**src/rtl/seq_pkg.sv**
```systemverilog
// Shared definitions for the serializer front end and the sequence detector.
package seq_pkg;

   localparam int SER_MAX_WIDTH = 32;

   typedef enum logic {
      IDLE  = 1'b0,
      SHIFT = 1'b1
   } ser_state_t;

   // Moore detector for the overlapping pattern 1101.
   typedef enum logic [2:0] {
      DET_S0    = 3'd0,
      DET_S1    = 3'd1,
      DET_S11   = 3'd2,
      DET_S110  = 3'd3,
      DET_S1101 = 3'd4
   } det_state_t;

   function automatic int ser_cnt_w(input int width);
      return (width > 2) ? $clog2(width) : 1;
   endfunction

endpackage

```
**src/rtl/ser_hold_buf.sv**
```systemverilog
// One-word hold buffer for the serializer; load and drain on the same edge keeps it full.
module ser_hold_buf
   import seq_pkg::*;
#(
   parameter int WIDTH = 8
) (
   input  logic             clk,
   input  logic             rst,
   input  logic             load,
   input  logic             drain,
   input  logic [WIDTH-1:0] d,
   output logic [WIDTH-1:0] q,
   output logic             full
);

   always_ff @(posedge clk or negedge rst) begin
      if (!rst) begin
         q    <= '0;
         full <= 1'b0;
      end else if (load) begin
         q    <= d;
         full <= 1'b1;
      end else if (drain) begin
         full <= 1'b0;
      end
   end

endmodule

```
**src/rtl/bit_serializer.sv**
```systemverilog
// Parallel-to-serial front end feeding the sequence detector one bit per clock.
// Define SER_HOLD_BUF_EN to add a one-word hold buffer for gapless streaming.
module bit_serializer
   import seq_pkg::*;
#(
   parameter int WIDTH     = 8,
   parameter bit MSB_FIRST = 1'b1
) (
   input  logic             clk,
   input  logic             rst,
   input  logic [WIDTH-1:0] din,
   input  logic             din_valid,
   output logic             din_ready,
   output logic             x,
   output logic             x_valid,
   output logic             busy,
   output logic             state_dbg
);

   localparam int             CW       = ser_cnt_w(WIDTH);
   localparam logic [CW-1:0]  CNT_LAST = CW'(WIDTH - 1);

   // Handshake: a word moves on a rising edge where din_valid && din_ready.
   // din_ready never looks at din_valid, and is held low during reset.
   ser_state_t       state;
   logic [WIDTH-1:0] sreg;
   logic [CW-1:0]    cnt;
   logic             last;
   logic             hs;
   logic             load_word;
   logic [WIDTH-1:0] load_data;
   logic             buf_full;

   assign last = (state == SHIFT) && (cnt == '0);
   assign hs   = din_valid && din_ready;

   function automatic logic first_bit(input logic [WIDTH-1:0] w);
      return MSB_FIRST ? w[WIDTH-1] : w[0];
   endfunction

`ifdef SER_HOLD_BUF_EN
   logic [WIDTH-1:0] buf_q;
   logic             buf_load;
   logic             buf_drain;

   assign din_ready = rst && !buf_full;
   // Words arriving mid-word park in the buffer; on the last-bit edge an empty
   // buffer lets a fresh handshake go straight into sreg.
   assign buf_load  = hs && (state == SHIFT) && !last;
   assign buf_drain = last && buf_full;
   assign load_word = (state == IDLE) ? hs : (last && (buf_full || hs));
   assign load_data = buf_full ? buf_q : din;

   ser_hold_buf #(.WIDTH(WIDTH)) u_hold_buf (
      .clk   (clk),
      .rst   (rst),
      .load  (buf_load),
      .drain (buf_drain),
      .d     (din),
      .q     (buf_q),
      .full  (buf_full)
   );
`else
   assign buf_full  = 1'b0;
   assign din_ready = rst && ((state == IDLE) || last);
   assign load_word = hs;
   assign load_data = din;
`endif

   always_ff @(posedge clk or negedge rst) begin
      if (!rst) begin
         state   <= IDLE;
         sreg    <= '0;
         cnt     <= '0;
         x       <= 1'b0;
         x_valid <= 1'b0;
      end else if (load_word) begin
         state   <= SHIFT;
         sreg    <= load_data;
         cnt     <= CNT_LAST;
         x       <= first_bit(load_data);
         x_valid <= 1'b1;
      end else if (state == SHIFT) begin
         if (cnt == '0) begin
            state   <= IDLE;
            sreg    <= '0;
            x       <= 1'b0;
            x_valid <= 1'b0;
         end else begin
            // sreg keeps the bit on x at its edge; the next one sits one place in.
            sreg <= MSB_FIRST ? (sreg << 1) : (sreg >> 1);
            x    <= MSB_FIRST ? sreg[WIDTH-2] : sreg[1];
            cnt  <= cnt - CW'(1);
         end
      end
   end

   assign busy      = (state == SHIFT) || buf_full;
   assign state_dbg = state;

endmodule

```
**config.mk**
```make
export PLATFORM = sky130hd
export DESIGN_NAME = bit_serializer
export DESIGN_NICKNAME = d
export VERILOG_FILES = /design/src/rtl/seq_pkg.sv /design/src/rtl/ser_hold_buf.sv /design/src/rtl/bit_serializer.sv
export SDC_FILE = /design/constraint.sdc
export NUM_CORES = 1
export LEC_CHECK = 0
export BUFFER_PORTS_ARGS = -buffer_cell sky130_fd_sc_hd__buf_2
export CAP_MARGIN = 10
export CORE_MARGIN = 4
export CORE_UTILIZATION = 40
export DETAILED_ROUTE_END_ITERATION = 12
export PLACE_DENSITY = 0.65
export SLEW_MARGIN = 20
export SYNTH_ARGS = -nofsm -noshare
export SYNTH_HDL_FRONTEND = slang
export SYNTH_SLANG_ARGS = --single-unit
```
**constraint.sdc**
```tcl
create_clock -name clk -period 1.3 [get_ports clk]
set_input_delay 0.065 -clock clk [delete_from_list [all_inputs] [get_ports clk]]
set_output_delay 0.065 -clock clk [all_outputs]
set_load 0.01 [all_outputs]
```
==> results.toml <==
[status]
run_status = "finished with violations"
violations = "negative setup slack"

[drt]
drt-total-wl_mm = 1.43
route.detailed.drc = 0
via_count = 561
wire_per_inst_microns = 14.0
firstDrtPassIters = 3
ant_nets = 0
vias_per_cell = 5.50
drt_iter0_drc = 4

[worst_setup_path]
endpoint = "din_ready"
slowest_delay_ns = 0.38
reg2reg_from = "cnt[1]$_DFFE_PN0P_"
cp_max_fo = 2
crit_arrival_ns = 1.41
start_kind = "flip-flop"
reg2reg_slack_ns = -0.17
crit_chain = "inv_1, ha_2, ha_4, nor2b_4, buf_6, nor2b_1, buf_2"
path_depth = 7
cp_data_required_time_ns = 1.24
critPathKind = "reg2out"
reg2reg_to = "sreg[4]$_DFFE_PN0P_"
path_delay_family = "flip-flops"
worstSetupStartpoint = "cnt[1]$_DFFE_PN0P_"
reg2reg_depth = 8
crit_path_end_kind = "primary output"
critPathBufInv = 3
crit_path_top_delay_cell = "dfrtp_1"

[cells_and_area]
fill_cells = 145
multiInputGateArea_sq_um = 317
syn2layout_area_growth_pct = 38.8
register_area_sq_um = 325
final_area_sq_um = 886
drive_above_1_share_pct = 45.3
diodes = 0
final_nets = 100

[power_and_ir_drop]
swShare_pct = 37.0
ir_drop_uv = 1250
p_leak_uw = 0.000448
comb_power_share_pct = 52.7
p_switching_uw = 710
power.share.clock_pct = 13.1
seq_power_share_pct = 34.2
powerDensity_nw_per_um2 = 2170
internal-power_uw = 1210

[yosys]
synthSimpleGateAreaFrac_pct = 10.6
netlist_area_sq_um = 638
synth-seq-area-share_pct = 51.0
ys_types = 22
synth-adder-area-share_pct = 3.92
synth-compound-area-share_pct = 25.1
synth_area_per_cell_sq_um = 10.6
synth_top_family_by_area = "compound AO/OA/AOI/OAI gates"
synthMuxAreaShare_pct = 1.57
synthCells = 60
synth_seq_cells = 13
syn-num-nets = 73
yosys_warnings = 0
synth-xor-area-share_pct = 0

[grt]
antenna_found_initial = 0
grt_pass1_vias = 532
grt_max_degree = 17
use_met2_pct = 24.0
use_met1_pct = 18.9
grt_pass1_wl_mm = 2.38
grt_use_total_pct = 15.6
grtUsageMet3_pct = 5.64
gr-total-overflow = 0
grt.busiest_layer = "met2"

[floorplanning]
rows = 14
ios = 16
initial_core_util_pct = 42.4
core_area_sq_um = 1510
die_h_microns = 47.9
dieWidth_microns = 47.9
die_area_sq_um = 2300

[worst_hold_path]
hold_path.class = "in2reg"

[cts]
ctsLongestPathBuffers = 2
clkTransAtPathRegs_ns = 0.08
numCtsBuffers = 3
htreeDepth = 1
cts_tree = "done"
clock-root-buffer = "clkbuf_4"
clock-sinks = 13
insertion_delay_ns = 0.28

[sta]
slew_viol_final = 0
tightest_slew_ns = 0.608
max-slew-margin-rel_pct = 59.3
hold_violations = 0
finalWorstSetupSlack_ns = -0.171
fin_skew_ns = 0.00488
setup_viol = 13
fin_crit_sh_pct = 113
rsz0062_at_grt = "true"
max_freq_ghz = 0.680
fin_crit_ns = 1.47
worst_hold_slack_ns = 0.0226

[placed_design]
port_buffers = 15
gp_congestion = 0.739
dp_hpwl_microns = 967
place_area_sq_um = 746

[job]
cap_violations = 0
-- per-stage QoR --
stage                     setup slack (ns)  std cells  utilization [%]  total power [uW]  setup TNS [ns]
after CTS                           -0.209        100             55.6              1800          -0.701
after global routing                -0.279        102             58.8              2080           -2.48
after global placement             -0.0353         92             49.5              1370          -0.208
after detailed placement           -0.0805         92             49.5              1390          -0.521
final                               -0.171        102             58.8              1920           -1.46
after floorplan                    0.00638         60                -              1160               0
-- layer usage --
metal | vias to the layer above | routed length [microns]
met5 | - | 0
met1 | 269 | 658
li1 | 277 | -
met3 | 4 | 75
met4 | 0 | 20
met2 | 11 | 672
-- kinds of logic after synthesis --
kind of cell	count (synthesis)
simple gates	14
fa+ha+maj	2
buf+inv	9
mux	1
compound gates	21
flops	13
-- worst register-to-register path, cell delays in order (launching register included) --
cell	delay, ns
dfrtp_1	0.35
inv_1	0.05
ha_2	0.19
ha_4	0.17
buf_4	0.13
buf_6	0.13
buf_6	0.12
o211ai_1	0.17
nand2_1	0.07
-- state kept, by name, summed over array words and instances, names as in the netlist --
| register | cells |
|---|---|
| busy | 1 |
| x | 1 |
| cnt | 3 |
| x_valid | 1 |
| sreg | 7 |
-- what timing repair did --
item,CTS,global route
hold buffers,1,0
buffers inserted,3,2
cloned,0,0
resized for setup,7,8
pin swaps,3,6
setup endpoints to repair,9,13
endpoints found under the hold margin,13,0
-- cells in the mapped netlist, drive strengths merged --
| library cell | number | area (sq um) |
|---|---|---|
| nand3 | 1 | 5.00 |
| a2bb2oi | 2 | 17.5 |
| buf | 5 | 35.0 |
| a21oi | 2 | 10.0 |
| dfrtp | 13 | 325 |
| inv | 4 | 15.0 |
| nand2 | 8 | 32.5 |
| nor2b | 2 | 15.0 |
| ha | 2 | 25.0 |
| nor3 | 1 | 5.00 |
| and2 | 1 | 6.26 |
| o21ai | 2 | 10.0 |
| o211ai | 7 | 52.6 |
| o22a | 1 | 8.76 |
| nor2 | 1 | 3.75 |
| mux2i | 1 | 10.0 |
| a32oi | 7 | 61.3 |
-- cell usage in the layout, fill, tap and decap left out, types with 3 or more instances in the layout --
master    count
buf_4         7
buf_2        15
o211ai_1      7
inv_1         3
nand2_1       7
clkbuf_4      3
a32oi_1       7
buf_6         4
dfrtp_1      13
-- power by group through the flow --
stage / registers, uW / clock network (uW) / logic (uW)
2_1_floorplan: 656 / 0 / 508
3_3_place_gp: 653 / 0 / 722
3_5_place_dp: 656 / 0 / 734
4_1_cts: 649 / 266 / 889
5_1_grt: 673 / 295 / 1110
6_report: 657 / 252 / 1010
-- layout make-up --
type / count / area share (%)
Multi-Input combinational cell: 38 / 35.7
Sequential cell: 13 / 36.7
Inverter: 4 / 1.69
Tap cell: 16 / 2.26
Clock buffer: 4 / 2.97
Timing Repair Buffer: 27 / 20.6
-- worst min-delay path by stage --
| stage | slack (ns) | from | depth (start not counted) | end |
|---|---|---|---|---|
| finish | 0.02 | din[3] | 3 | sreg[3]$_DFFE_PN0P_ |
| detailed placement | 0.07 | rst | 2 | sreg[1]$_DFFE_PN0P_ |
| global route | 0.01 | din[3] | 3 | sreg[3]$_DFFE_PN0P_ |
| global placement | 0.07 | rst | 2 | sreg[5]$_DFFE_PN0P_ |
| CTS | 0.02 | din[3] | 3 | sreg[3]$_DFFE_PN0P_ |
| floorplan | -0.23 | rst | 0 | busy$_DFF_PN0_ |
No activity file was read; power rests on OpenSTA's default activity.
